**config.mk**
```make
export PLATFORM = sky130hd
export DESIGN_NAME = latch_bank_wrctl
export DESIGN_NICKNAME = d
export VERILOG_FILES = /design/src/rtl/latch_bank_wrctl.sv
export SDC_FILE = /design/constraint.sdc
export NUM_CORES = 1
export LEC_CHECK = 0
export ABC_AREA = 0
export CAP_MARGIN = 0
export CORE_ASPECT_RATIO = 2
export CORE_MARGIN = 4
export CORE_UTILIZATION = 45
export DETAILED_ROUTE_END_ITERATION = 7
export GPL_ROUTABILITY_DRIVEN = 0
export PLACE_DENSITY = 0.8
export SYNTH_ARGS = -nofsm -noshare
export SYNTH_HDL_FRONTEND = slang
export SYNTH_SLANG_ARGS = --single-unit
```
**constraint.sdc**
```tcl
create_clock -name CL -period 4.3 [get_ports CL]
set_input_delay 1.29 -clock CL [delete_from_list [all_inputs] [get_ports CL]]
set_output_delay 1.29 -clock CL [all_outputs]
set_load 0.02 [all_outputs]
```
**src/rtl/latch_bank_wrctl.sv**
```systemverilog
// Write controller for a bank of gated D latches. Round-robin arbitration
// among requesters, then each write runs as SETUP -> PULSE -> HOLD so the
// latch data bus is stable whenever an enable is high. Every output comes
// straight from a flop, so the latch enables are glitch-free.
module latch_bank_wrctl #(
    parameter int NREQ      = 4,
    parameter int WIDTH     = 8,
    parameter int NLAT      = 8,
    parameter int AW        = 3,
    parameter int PULSE_CYC = 1
) (
    input  logic                  CL,
    input  logic                  RST,
    input  logic [NREQ-1:0]       REQ,
    input  logic [NREQ*AW-1:0]    WADDR,
    input  logic [NREQ*WIDTH-1:0] WDATA,
    output logic [NREQ-1:0]       GNT,
    output logic [NREQ-1:0]       DONE,
    output logic                  ERR,
    output logic [WIDTH-1:0]      LD,
    output logic [NLAT-1:0]       LEN,
    output logic                  BUSY
);

    localparam int          IW         = (NREQ > 1) ? $clog2(NREQ) : 1;
    localparam int unsigned NLAT_U     = NLAT;
    localparam logic [3:0]  PULSE_LAST = 4'(PULSE_CYC - 1);

    typedef enum logic [1:0] {
        ST_IDLE,
        ST_SETUP,
        ST_PULSE,
        ST_HOLD
    } state_t;

    state_t            state_q, state_d;
    logic [IW-1:0]     rr_q, rr_d;
    logic [IW-1:0]     winner_q, winner_d;
    logic [AW-1:0]     addr_q, addr_d;
    logic [WIDTH-1:0]  data_q, data_d;
    logic [3:0]        cnt_q, cnt_d;
    logic [NREQ-1:0]   gnt_q, gnt_d;
    logic [NREQ-1:0]   done_q, done_d;
    logic              err_q, err_d;
    logic              busy_q, busy_d;
    logic [NLAT-1:0]   len_q, len_d;

    logic [AW-1:0]     waddr_arr [NREQ];
    logic [WIDTH-1:0]  wdata_arr [NREQ];
    logic [NLAT-1:0]   len_hit;
    logic              addr_ok;
    logic [NREQ-1:0]   req_eff;
    logic              found;
    logic [IW-1:0]     win;
    int                arb_idx;

    // Split the flat request buses into per-requester words.
    generate
        for (genvar gi = 0; gi < NREQ; gi++) begin : g_req
            assign waddr_arr[gi] = WADDR[gi*AW +: AW];
            assign wdata_arr[gi] = WDATA[gi*WIDTH +: WIDTH];
        end
    endgenerate

    // An address past the end of the bank enables nothing and reports ERR.
    assign addr_ok = (32'(addr_q) < NLAT_U);

    // One-hot enable pattern for the captured address.
    generate
        for (genvar gi = 0; gi < NLAT; gi++) begin : g_len
            assign len_hit[gi] = addr_ok && (addr_q == AW'(gi));
        end
    endgenerate

    // Round-robin search starting at the pointer; a requester being told
    // DONE this cycle is still showing its old REQ and must be skipped.
    always_comb begin
        req_eff = REQ & ~done_q;
        found   = 1'b0;
        win     = '0;
        arb_idx = 0;
        for (int k = 0; k < NREQ; k++) begin
            arb_idx = int'(rr_q) + k;
            if (arb_idx >= NREQ) begin
                arb_idx = arb_idx - NREQ;
            end
            if (!found && req_eff[IW'(arb_idx)]) begin
                found = 1'b1;
                win   = IW'(arb_idx);
            end
        end
    end

    // Write sequencer next-state and registered-output logic.
    always_comb begin
        state_d  = state_q;
        rr_d     = rr_q;
        winner_d = winner_q;
        addr_d   = addr_q;
        data_d   = data_q;
        cnt_d    = cnt_q;
        gnt_d    = gnt_q;
        done_d   = '0;
        err_d    = 1'b0;
        busy_d   = busy_q;
        len_d    = len_q;
        unique case (state_q)
            ST_IDLE: begin
                if (found) begin
                    state_d      = ST_SETUP;
                    winner_d     = win;
                    addr_d       = waddr_arr[win];
                    data_d       = wdata_arr[win];
                    gnt_d        = '0;
                    gnt_d[win]   = 1'b1;
                    busy_d       = 1'b1;
                end
            end
            ST_SETUP: begin
                state_d = ST_PULSE;
                len_d   = len_hit;
                cnt_d   = PULSE_LAST;
            end
            ST_PULSE: begin
                if (cnt_q == 4'd0) begin
                    state_d = ST_HOLD;
                    len_d   = '0;
                end else begin
                    cnt_d = cnt_q - 4'd1;
                end
            end
            ST_HOLD: begin
                state_d          = ST_IDLE;
                gnt_d            = '0;
                done_d[winner_q] = 1'b1;
                err_d            = ~addr_ok;
                busy_d           = 1'b0;
                rr_d             = (winner_q == IW'(NREQ - 1)) ? '0 : winner_q + IW'(1);
            end
            default: begin
                state_d = ST_IDLE;
            end
        endcase
    end

    // State and output registers; reset also kills any enable in flight.
    always_ff @(posedge CL) begin
        if (RST) begin
            state_q  <= ST_IDLE;
            rr_q     <= '0;
            winner_q <= '0;
            addr_q   <= '0;
            data_q   <= '0;
            cnt_q    <= '0;
            gnt_q    <= '0;
            done_q   <= '0;
            err_q    <= 1'b0;
            busy_q   <= 1'b0;
            len_q    <= '0;
        end else begin
            state_q  <= state_d;
            rr_q     <= rr_d;
            winner_q <= winner_d;
            addr_q   <= addr_d;
            data_q   <= data_d;
            cnt_q    <= cnt_d;
            gnt_q    <= gnt_d;
            done_q   <= done_d;
            err_q    <= err_d;
            busy_q   <= busy_d;
            len_q    <= len_d;
        end
    end

    assign GNT  = gnt_q;
    assign DONE = done_q;
    assign ERR  = err_q;
    assign LD   = data_q;
    assign LEN  = len_q;
    assign BUSY = busy_q;

endmodule

```
==> results of run 1 <==
metrics by stage:
stage | std cells | setup WS [ns] | total power (W) | utilization (%)
global placement | 335 | 0.8467 | 0.001010 | 63.02
finish | 343 | 1.143 | 0.001264 | 65.09
CTS | 343 | 1.128 | 0.001277 | 65.09
floorplan | 217 | 1.585 | 0.0008293 | -
detailed placement | 335 | 0.8039 | 0.001018 | 63.02
global route | 343 | 1.000 | 0.001348 | 65.09
placed cells by master, fill, tap and decap left out, types with 3 or more instances in the layout:
cell type        instances
clkdlybuf4s50_1         74
dfxtp_1                 38
mux2i_1                 30
nor2_1                  23
nand3b_1                13
ha_1                    11
a21oi_1                 10
o221ai_2                10
inv_1                    8
nor2b_1                  8
nand2_1                  7
clkbuf_8                 6
nand2b_1                 5
and2_1                   4
nor3b_1                  4
nor4_1                   3
nand4b_1                 3
buf_4                    3
layer usage:
layer,routed length (µm),part of all wire [%],track usage [%],vias up
met5,0,0,0,-
met4,132,2.5,7.297,0
met3,214,4.1,4.289,11
met2,2995,57,33.61,38
met1,1916,36,19.74,851
li1,-,-,-,917
sequential cells by signal, indices dropped and copies added (netlist names):
| signal | cells |
|---|---|
| GNT | 4 |
| LEN | 8 |
| DONE | 4 |
| rr_q | 2 |
| LD | 8 |
| BUSY | 1 |
| addr_q | 3 |
| winner_q | 2 |
| cnt_q | 4 |
| state_q | 2 |
worst min-delay path, cell delays in order, from the launching register on:
cell and delay, ns:
dfxtp_1 0.31, nand2_1 0.05, a21oi_1 0.05
worst paths after layout:
kind	from	end	depth (start not counted)
max	REQ[2]	addr_q[1]	7
min	LEN[6]	LEN[6]	2
max reg2reg	state_q[0]	LEN[3]	6
min reg2reg	LEN[6]	LEN[6]	2
logic make-up after synthesis:
group,count (synthesis),synth area share (%)
and+or+nand+nor,79,21.50
DFF,38,35.51
AOI/OAI and AO/OA,34,15.77
muxes,30,14.02
buffers and inverters,22,5.783
adders and majority gates,11,6.425
xor gates and xnor gates,2,0.8179
other,1,0.1751
final cells by class:
type	instances	share of cell area [%]
Multi-Input combinational cell	157	42.60
Inverter	8	1.003
Clock buffer	6	2.759
Tap cell	55	2.299
Clock inverter	2	0.4181
Timing Repair Buffer	77	25.50
Sequential cell	38	25.42
power by group through the flow:
stage / registers (W) / logic [W] / clock network [W]
detailed placement: 0.000471 / 0.000547 / 0
global placement: 0.000470 / 0.000540 / 0
finish: 0.000465 / 0.000542 / 0.000257
CTS: 0.000465 / 0.000547 / 0.000265
global route: 0.000476 / 0.000593 / 0.000280
floorplan: 0.000507 / 0.000323 / 0
==> impl_metrics.csv, run 1 <==
group,metric,value,unit
synthesis,synth_nets,278,
global_routing,grt_pass1_vias,1879,
power_and_ir_drop,p_switching,0.0004612,W
sta,tightest_slew,0.8393,ns
power_and_ir_drop,vdd_ir_drop_max,0.3854,mV
clock_tree,htree_levels,2,
setup_path,r2r_slack,2.22,ns
global_routing,grt_overflow,0,
sta,finalCriticalPeriod,3.157,ns
synthesis,synth_top_area_share,35.51,%
clock_tree,cts_resized,0,
placement,placed_cell_area,2898,µm²
sta,setup_viol,0,
final_layout,nets,348,
synthesis,yosysTopAreaCell,"dfxtp_1",
global_routing,track_usage,18.40,%
clock_tree,cts_buffers,5,
die,rows,35,
sta,max_freq,0.3168,GHz
setup_path,setup.worst_path.end_class,"flip-flop",
setup_path,worstSetupStartpointType,"input port",
power_and_ir_drop,internal-power,0.0008023,W
sta,hold_viol,0,
synthesis,yosysMostFrequentCell,"dfxtp_1",
die,die_y,105.6,µm
clock_tree,clockBufferDepth,2,
sta,maxSlewHeadroom,42.45,%
synthesis,synthesis.instances,217,
synthesis,synth.distinct_cells,41,
clock_tree,cts_setup_buffers,0,
final_layout,finalInstanceArea,2993,µm²
setup_path,path_class,"input port to flip-flop",
sta,report.final.slew_viol_count,0,
sta,rsz0062_at_grt,"no",
die,dieArea,5995,µm²
synthesis,ys_seq_area_share,35.51,%
clock_tree,clock_latency,0.30,ns
synthesis,synth-edff-count,0,
clock_tree,cts_tree,"built",
power_and_ir_drop,clockPowerShare,20.3,%
setup_path,path_cells,"clkdlybuf4s50_1 > nor2b_1 > o211ai_1 > a2bb2oi_4 > buf_4 > mux2i_1 > o221ai_2",
sta,skew,0.01296,ns
placement,hpwl,4151,µm
power_and_ir_drop,p_seq_share,36.8,%
clock_tree,clkTransAtPathRegs,0.08,ns
routing,dr.pass1.iters,5,
die,core_area,4598,µm²
routing,viasPerCell,5.297,
die,num_io_pins,76,
final_layout,regArea,760.7,µm²
setup_path,cp_data_required_time,4.47,ns
sta,holdWs,0.4641,ns
synthesis,ys_ff_latch,38,
clock_tree,hold_buffers,0,
synthesis,synthFlopType,"dfxtp_1",
placement,port-buffer-count,74,
setup_path,critPathMaxStageDelay,0.48,ns
clock_tree,cts_sinks,38,
final_layout,multi_input_area,1275,µm²
flow_run,cap_violations,0,
sta,min_period_over_period,73.42,%
setup_path,cp_top_family,"buffers and inverters",
final_layout,areaGrowthSynthToFinish,39.72,%
synthesis,synthArstFlopShare,0,%
setup_path,slowest_stage,"clkdlybuf4s50_1",
setup_path,crit_arrival,3.33,ns
routing,vias,1817,
clock_tree,root_buffer,"clkbuf_8",
synthesis,synth_area_leaders,"dfxtp_1, mux2i_1, o221ai_2",
routing,route.detailed.drc,0,
power_and_ir_drop,p_per_area,422.2,nW/µm²
setup_path,path_buf_inv,2,
die,initial_core_util,46.59,%
synthesis,synth.avg_cell_area,9.871,µm²
routing,ant_nets,0,
sta,setup_tns,0,ns
setup_path,worstPathMaxFanout,27,
global_routing,grt_pass1_wl,8769,µm
synthesis,yosys_warnings,0,
routing,drtIter0Drc,50,
power_and_ir_drop,swShare,36.50,%
power_and_ir_drop,pwr-share-comb,42.9,%
synthesis,syn_area,2142,µm²
global_routing,antenna_found_initial,0,
synthesis,synth_common_cells,"dfxtp_1, mux2i_1, nor2_1, nand3b_1, ha_1",
final_layout,num-fill-cells,404,
routing,wl_per_cell,15.33,µm
outcome,outcome,"finished clean",
final_layout,diodes,0,
power_and_ir_drop,p_leak,1.121,nW
final_layout,drive_above_1_share,9.375,%
routing,wirelength,5258,µm
die,die_x,56.79,µm
worst_hold_path,min_path_type,"flip-flop to flip-flop",
global_routing,grt_max_degree,28,
No activity file was read; power rests on OpenSTA's default activity.
==> inputs of run 2 (changes only) <==
clock period = 3.1 ns   (was 4.3 ns; I/O delays follow)
==> impl_metrics.csv, run 2 (same netlist as run 1, synthesis figures left out) <==
group,metric,value,unit
die,num_io_pins,76,
clock_tree,hold_buffers,0,
final_layout,finalNonFillerCells,345,
routing,wirelength,5544,µm
clock_tree,htree_levels,2,
global_routing,track_usage,18.86,%
sta,setup_viol,0,
routing,wl_per_cell,16.07,µm
setup_path,r2r_slack,1.25,ns
final_layout,drive_above_1_share,10.00,%
global_routing,grt_overflow,0,
routing,viasPerCell,5.400,
setup_path,path_class,"input port to flip-flop",
routing,route.detailed.drc,0,
setup_path,r2r-end,"state_q[1]",
final_layout,diodes,0,
worst_hold_path,min_path_type,"flip-flop to flip-flop",
die,die_x,56.79,µm
clock_tree,clkTransAtPathRegs,0.08,ns
final_layout,nets,352,
routing,drtIter0Drc,52,
routing,vias,1863,
power_and_ir_drop,vdd_ir_drop_max,0.6198,mV
clock_tree,clock_latency,0.29,ns
global_routing,grt_max_degree,31,
placement,hpwl,4267,µm
die,core_area,4598,µm²
clock_tree,cts_sinks,38,
sta,setup_tns,0,ns
routing,dr.pass1.iters,4,
final_layout,layout_common_cells,"clkdlybuf4s50_1, dfxtp_1, mux2i_1, nor2_1, nand3b_1",
setup_path,crit_arrival,2.80,ns
clock_tree,cts_tree,"built",
setup_path,worstPathMaxFanout,11,
setup_path,worstRegToRegCells,7,
die,initial_core_util,46.59,%
power_and_ir_drop,p_leak,1.139,nW
clock_tree,cts_buffers,5,
sta,min_period_over_period,83.45,%
power_and_ir_drop,power.total,0.001771,W
outcome,outcome,"finished clean",
sta,skew,0.008528,ns
sta,finalCriticalPeriod,2.587,ns
setup_path,worstSetupStartpointType,"input port",
worst_hold_path,hp-start,"LEN[4]",
setup_path,crit_end,"LD[1]",
clock_tree,cts_resized,0,
power_and_ir_drop,p_per_area,585.7,nW/µm²
final_layout,areaGrowthSynthToFinish,41.12,%
final_layout,num-fill-cells,392,
die,rows,35,
clock_tree,cts_setup_buffers,0,
flow_run,cap_violations,0,
sta,max_freq,0.3866,GHz
sta,report.final.slew_viol_count,0,
placement,numPlacedInstances,339,
global_routing,grt_pass1_vias,1909,
placement,port-buffer-count,74,
routing,ant_nets,0,
setup_path,startpoint,"REQ[2]",
setup_path,setup.worst_path.end_class,"flip-flop",
setup_path,timing.rr.start,"cnt_q[0]",
sta,hold_viol,0,
clock_tree,root_buffer,"clkbuf_8",
sta,rsz0062_at_grt,"no",
die,dieArea,5995,µm²
final_layout,final_common_cell,"clkdlybuf4s50_1",
clock_tree,clockBufferDepth,2,
die,die_y,105.6,µm
global_routing,grt_pass1_wl,8935,µm
global_routing,antenna_found_initial,0,
setup_path,cp_data_required_time,3.32,ns
run 2: cell types whose count changed in the layout (fill, tap and decap cells not counted), sizes merged:
cell	previous run	this run
clkinv	1	0
buf	3	7
clkinvlp	1	0
run 2: metrics by stage:
step / setup slack, ns / utilization, % / cell area (µm²) / hold slack (ns)
after floorplan: 0.7448 / - / 2142 / 0.4567
after global placement: 0.2456 / 63.95 / 2940 / 0.4457
after detailed placement: 0.2004 / 63.95 / 2940 / 0.4451
after CTS: 0.5167 / 65.74 / 3023 / 0.4633
after global routing: 0.4328 / 65.74 / 3023 / 0.4844
final: 0.5132 / 65.74 / 3023 / 0.4582
run 2: final cells by class:
class,count,area (µm²),share of cell area (%)
multi-input combinational,157,1275,42.18
timing repair buffer,81,805.8,26.66
sequential,38,760.7,25.17
clock buffer,6,82.58,2.732
tap,55,68.82,2.276
inverter,8,30.03,0.9934
run 2: metal layers:
| metal | share of wire [%] | routed length [µm] | global-route usage, % |
|---|---|---|---|
| met4 | 2.0 | 110 | 6.633 |
| met5 | 0 | 0 | 0 |
| met2 | 58 | 3218 | 36.01 |
| met3 | 4.7 | 262 | 4.167 |
| met1 | 35 | 1952 | 19.35 |
run 2: how the worst min path moves through the flow:
stage,end,cells past startpoint
after floorplan,cnt_q[0],2
after global placement,LEN[5],2
after detailed placement,LEN[5],2
after CTS,LEN[4],2
after global routing,LEN[4],2
final,LEN[4],2
run 2: where the power goes:
part | internal [W] | switching, W
combinational | 0.000385 | 0.000401
sequential | 0.000575 | 0.0000687
clock | 0.000172 | 0.000170
total | 0.00113 | 0.000639
run 2: worst max-delay path, cell delays in order:
cell             delay, ns
clkdlybuf4s50_1       0.48
or3b_1                0.38
o211a_1               0.16
o22a_2                0.21
or3_4                 0.44
o221ai_1              0.20
